$ cat config.mk
export PLATFORM = sky130hd
export DESIGN_NAME = mac48_result_rx
export DESIGN_NICKNAME = d
export VERILOG_FILES = /design/src/rtl/mac48_pkg.sv /design/src/rtl/sync_fifo2.sv /design/src/rtl/mac48_result_rx.sv
export SDC_FILE = /design/constraint.sdc
export NUM_CORES = 1
export LEC_CHECK = 0
export CORE_MARGIN = 2
export CORE_UTILIZATION = 25
export CTS_BUF_LIST = sky130_fd_sc_hd__clkbuf_4
export DETAILED_ROUTE_END_ITERATION = 8
export MAX_ROUTING_LAYER = met4
export PLACE_DENSITY_LB_ADDON = 0.05
export SETUP_SLACK_MARGIN = 0.1
export SLEW_MARGIN = 10
export SYNTH_ARGS = -nofsm -noshare
export SYNTH_HDL_FRONTEND = slang
export SYNTH_SLANG_ARGS = --single-unit
export TNS_END_PERCENT = 20
$ cat constraint.sdc
create_clock -name CLK -period 2.2 [get_ports CLK]
set_input_delay 0.33 -clock CLK [delete_from_list [all_inputs] [get_ports CLK]]
set_output_delay 0.33 -clock CLK [all_outputs]
set_load 0.01 [all_outputs]
$ cat src/rtl/mac48_pkg.sv
// Shared widths and the round/shift/saturate helper for the MAC48 result path.
package mac48_pkg;
    localparam int P_W   = 48;
    localparam int ACC_W = 52;

    typedef struct packed {
        logic [31:0] val;
        logic        sat;
    } rsat_t;

    // Round half-up, arithmetic shift, then clamp to an out_w-bit signed range.
    function automatic rsat_t round_sat(input logic signed [ACC_W-1:0] sum,
                                        input int shift, input int out_w);
        logic signed [ACC_W:0] t;
        logic signed [ACC_W:0] hi;
        logic signed [ACC_W:0] lo;
        rsat_t res;
        t  = {sum[ACC_W-1], sum} + ((ACC_W+1)'(1) << (shift - 1));
        t  = t >>> shift;
        hi = ((ACC_W+1)'(1) << (out_w - 1)) - (ACC_W+1)'(1);
        lo = -hi - (ACC_W+1)'(1);
        res.sat = 1'b0;
        res.val = t[31:0];
        if (t > hi) begin
            res.val = hi[31:0];
            res.sat = 1'b1;
        end else if (t < lo) begin
            res.val = lo[31:0];
            res.sat = 1'b1;
        end
        return res;
    endfunction
endpackage

$ cat src/rtl/sync_fifo2.sv
// Generic 2-entry valid/ready buffer; accepts a push while full if a pop happens that cycle.
module sync_fifo2 #(
    parameter int W = 8
) (
    input  logic         gclk,
    input  logic         grst_n,
    input  logic         in_vld,
    output logic         in_rdy,
    input  logic [W-1:0] in_dat,
    output logic         out_vld,
    input  logic         out_rdy,
    output logic [W-1:0] out_dat
);
    logic [1:0]   n;
    logic [W-1:0] h, s;
    logic         push, pop;

    assign out_vld = (n != 2'd0);
    assign out_dat = h;
    assign in_rdy  = (n != 2'd2) | out_rdy;
    assign push    = in_vld & in_rdy;
    assign pop     = out_vld & out_rdy;

    always_ff @(posedge gclk or negedge grst_n) begin
        if (!grst_n) begin
            n <= 2'd0;
            h <= '0;
            s <= '0;
        end else begin
            case (n)
                2'd0: if (push) begin
                    h <= in_dat;
                    n <= 2'd1;
                end
                2'd1: case ({push, pop})
                    2'b10: begin s <= in_dat; n <= 2'd2; end
                    2'b11: h <= in_dat;
                    2'b01: n <= 2'd0;
                    default: ;
                endcase
                default: if (pop) begin
                    h <= s;
                    if (push) s <= in_dat;
                    else      n <= 2'd1;
                end
            endcase
        end
    end
endmodule

$ cat src/rtl/mac48_result_rx.sv
// Receive end of the 18x18/48-bit MAC cascade: strobe delay, multi-pass accumulate,
// round/saturate and a 2-entry output buffer.
module mac48_result_rx
    import mac48_pkg::*;
#(
    parameter int LATENCY = 6,
    parameter int NPASS   = 1,
    parameter int SHIFT   = 16,
    parameter int OUT_W   = 18
) (
    input  logic                    CLK,
    input  logic                    RSTN,
    input  logic                    CE,
    input  logic                    STB,
    input  logic                    SOG,
    input  logic signed [P_W-1:0]   P,
    output logic signed [OUT_W-1:0] Q,
    output logic                    QV,
    input  logic                    QR,
    output logic                    OVF,
    output logic                    DROP,
    output logic                    SEQERR,
    input  logic                    CLR
);
    localparam int CW = $clog2(NPASS + 1);

    logic [LATENCY:1][1:0]   dl;
    logic                    pv, psog, take, start, restart, fin;
    logic signed [ACC_W-1:0] acc, pext, sum;
    logic [CW-1:0]           cnt, cnt_take;
    rsat_t                   rs;
    logic                    in_rdy, unused_hi;
    logic [OUT_W-1:0]        qd;

    // Delay line bit 1 = strobe, bit 0 = start-of-group, both aligned with P at the tap.
    always_ff @(posedge CLK or negedge RSTN) begin
        if (!RSTN) dl <= '0;
        else if (CE) begin
            dl[1] <= {STB, STB & SOG};
            for (int i = 2; i <= LATENCY; i++) dl[i] <= dl[i-1];
        end
    end

    assign pv   = dl[LATENCY][1];
    assign psog = dl[LATENCY][0];
    assign take = CE & pv;
    assign pext = {{(ACC_W-P_W){P[P_W-1]}}, P};

    always_comb begin
        start    = (cnt == '0) | psog;
        restart  = psog & (cnt != '0);
        sum      = start ? pext : acc + pext;
        cnt_take = start ? CW'(1) : cnt + CW'(1);
        fin      = take & (cnt_take == CW'(NPASS));
    end

    always_ff @(posedge CLK or negedge RSTN) begin
        if (!RSTN) begin
            acc <= '0;
            cnt <= '0;
        end else if (take) begin
            if (cnt_take == CW'(NPASS)) cnt <= '0;
            else begin
                cnt <= cnt_take;
                acc <= sum;
            end
        end
    end

    // The buffer entry itself is the round-stage register.
    assign rs        = round_sat(sum, SHIFT, OUT_W);
    assign qd        = rs.val[OUT_W-1:0];
    assign unused_hi = ^rs.val;

    sync_fifo2 #(.W(OUT_W)) u_buf (
        .gclk    (CLK),
        .grst_n  (RSTN),
        .in_vld  (fin),
        .in_rdy  (in_rdy),
        .in_dat  (qd),
        .out_vld (QV),
        .out_rdy (QR),
        .out_dat (Q)
    );

    always_ff @(posedge CLK or negedge RSTN) begin
        if (!RSTN) begin
            OVF    <= 1'b0;
            DROP   <= 1'b0;
            SEQERR <= 1'b0;
        end else begin
            OVF    <= (fin & rs.sat) | (OVF & ~CLR);
            DROP   <= (fin & ~in_rdy) | (DROP & ~CLR);
            SEQERR <= (take & restart) | (SEQERR & ~CLR);
        end
    end
endmodule

==> results.toml <==
[outcome]
status = "finished, final reports clean"

[sta]
tightestPinTransition_ps = 619.3
min_period_ps = 2142
skew_ps = 20.01
finalCritPeriodShare = 0.9737
rsz0062_at_grt = "yes"
finalSetupViolCount = 0
relSlewSlack = 0.5871
hold-worst-slack_ps = 23.85
hold_viol = 0
fmax_mhz = 466.8
drv_slew = 0

[logic_synthesis]
synth_top_area_frac = 0.3931
ys_seq_area_frac = 0.3931
synth-async-reset-ratio = 1.000
syn-cell-area_um2 = 2992
synth.avg_cell_area_um2 = 8.930
yosysWarnings = 0
yosys-top-cells-area = "dfrtp_1 (39%), a31oi_1 (7.5%), xnor2_1 (4.4%)"
synth_edf_count = 0
syn_nets = 394
synthCells = 335
netlist-cell-type-count = 51
synthTopCellsByCount = "dfrtp_1 (47), a31oi_1 (36), nand2_1 (31)"
synth_top_cell_by_area = "dfrtp_1"
post-synth-top-count-cell = "dfrtp_1"
ys_seq_elements = 47
synth_ff_type = "dfrtp_1"

[worst_setup_path]
cp-start-kind = "primary input"
path_class = "in -> reg"
path_max_fanout = 8
endpoint_kind = "register"
cp.required_ps = 2490
crit_arrival_ps = 2430

[grt]
grt_max_degree = 48
antenna_found_initial = 1
grt_pass1_wl_um = 16300
grt_pass1_vias = 3033
grt_remaining_overflow = 0
grt_usage = 0.1636

[pwr]
peakVddDrop_uv = 249.0
p_comb_frac = 0.523
power_density_nw_per_um2 = 743.1
p_leak_nw = 2.088
power.switching_mw = 1.435
internal_power_mw = 2.414
pwr-share-clk = 0.112
switching_share = 0.3728
p_seq_frac = 0.365

[place]
detailed_place_hpwl_um = 6637
placed_cell_area_um2 = 4364
portBuffers = 60
gp_congestion = 0.8115

[clock_network]
cts_tree = "built"
htreeDepth = 2
hold_buffers = 0
insertion_delay_ps = 390
cts.sinks = 47
numCtsBuffers = 5
clk_pin_slew_ps = 160
clockBufferDepth = 2
cts_root_buffer = "clkbuf_4"

[layout]
fin_util = 0.4478
multiInputGateArea_um2 = 2180
drive_gt1_frac = 0.4573
design_area_um2 = 5179
final_nets = 550
fillers = 1181
regArea_um2 = 1176
syn2layout_area_growth_pct = 73.11

[detailed_routing]
wirelength_um = 10420
viasPerCell = 5.009
drtIter0Drc = 140
first_pass_iters = 4
drc = 0
num_vias = 3186
drtAntennaViolNets = 0
wl_per_cell_um = 16.38

[die]
coreArea_um2 = 11560
die_h_um = 113.4
rows = 39
io_pins = 77
start_util = 0.2587
die-area_um2 = 12860
die_w_um = 113.4

[flow_run]
max_cap_viol_count = 0

[worst_hold_path]
hold_path_class = "in -> async"
[power by group through the flow]
stage | combinational (mW) | sequential [mW] | clock, mW
after floorplan | 0.786 | 1.45 | 0
after global placement | 1.65 | 1.42 | 0
after detailed placement | 1.65 | 1.42 | 0
after CTS | 1.72 | 1.40 | 0.449
after global routing | 2.18 | 1.45 | 0.487
final | 2.01 | 1.40 | 0.430
[cell type report]
type,count,share of cell area
Tap cell,143,0.03455
Multi-Input combinational cell,262,0.4209
Sequential cell,47,0.2271
Clock inverter,3,0.003866
Antenna cell,1,0.0004832
Inverter,6,0.004349
Clock buffer,5,0.007248
Timing Repair Buffer,169,0.3015
[stage by stage]
stage / instances / setup slack [ps] / power [mW] / setup TNS, ps
2_1_floorplan: 335 / -3.096 / 2.239 / -38.56
5_1_grt: 636 / -34.17 / 4.120 / -383.9
6_report: 636 / 57.91 / 3.848 / 0
3_5_place_dp: 594 / -683.8 / 3.073 / -24350
3_3_place_gp: 594 / -709.1 / 3.065 / -24920
4_1_cts: 617 / 15.54 / 3.573 / 0
[per-layer routing]
| layer | share of wire | track usage |
|---|---|---|
| met3 | 0.034 | 0.01913 |
| met5 | 0 | - |
| met2 | 0.47 | 0.2587 |
| met4 | 0.011 | 0.04146 |
| met1 | 0.49 | 0.2246 |
[cells in the final DEF (no fill, tap or decap), types with 4 or more instances in the layout]
cell / Yosys / layout
nor2_1: 25 / 25
dfrtp_1: 47 / 47
nand4_1: 7 / 7
inv_1: 6 / 6
clkdlybuf4s50_1: 0 / 30
o21ai_1: 2 / 8
clkbuf_4: 0 / 5
mux2_2: 8 / 8
nand2_4: 0 / 4
and4_4: 0 / 5
a31oi_4: 0 / 10
xnor2_1: 15 / 14
a31oi_1: 36 / 24
nand3_1: 19 / 14
buf_4: 4 / 85
xor2_1: 6 / 6
nand3b_1: 17 / 17
nand3_2: 1 / 4
nand2_2: 7 / 12
nand2_1: 31 / 20
o21ai_0: 23 / 15
clkbuf_2: 0 / 17
buf_12: 0 / 6
buf_6: 1 / 23
o31a_1: 4 / 4
[worst max-delay path: stages]
cell and delay [ps]:
buf_8 80, ha_4 120, and4_4 290, nand2_8 80, buf_6 140, o31a_1 300
nor3_2 180, nand4b_1 230, o21ai_4 230, buf_12 150, clkbuf_16 190, a31oi_4 90
[state kept, by name, summed over array words and instances (netlist names)]
signal,count
u_buf.out_dat,18
u_buf.s,18
dl,6
u_buf.n,2
DROP,1
OVF,1
SEQERR,1
[kinds of logic (layout without fill, tap and decap cells)]
kind of cell / count (synthesis) / in the layout / synth area share
flops: 47 / 47 / 0.3931
buf+inv: 28 / 183 / 0.04391
compound gates: 85 / 85 / 0.1890
other cells: 0 / 1 / 0
mux: 9 / 11 / 0.03346
xor+xnor: 21 / 21 / 0.06148
fa+ha+maj: 4 / 4 / 0.01673
simple gates: 141 / 141 / 0.2622
[timing repair]
item                       4_1_cts  5_1_grt
resized for setup               64      129
gates cloned                     5        5
pin swaps                        6       47
setup endpoints to repair       37       38
buffers inserted                10       15
[path summary, 6_finish.rpt]
| path | start | end | slack, ps | cells after the start |
|---|---|---|---|---|
| min in group CLK | P[25] | u_buf.s[9] | 350 | 5 |
| max reg2reg | u_buf.n[0] | u_buf.out_dat[14] | 170 | 9 |
| min reg2reg | dl[7] | dl[9] | 510 | 1 |
| min | RSTN | dl[3] | 20 | 2 |
| max in group asynchronous | RSTN | u_buf.s[2] | 1740 | 2 |
| max | P[16] | u_buf.out_dat[7] | 60 | 12 |
Power figures use the tool's default switching activity.
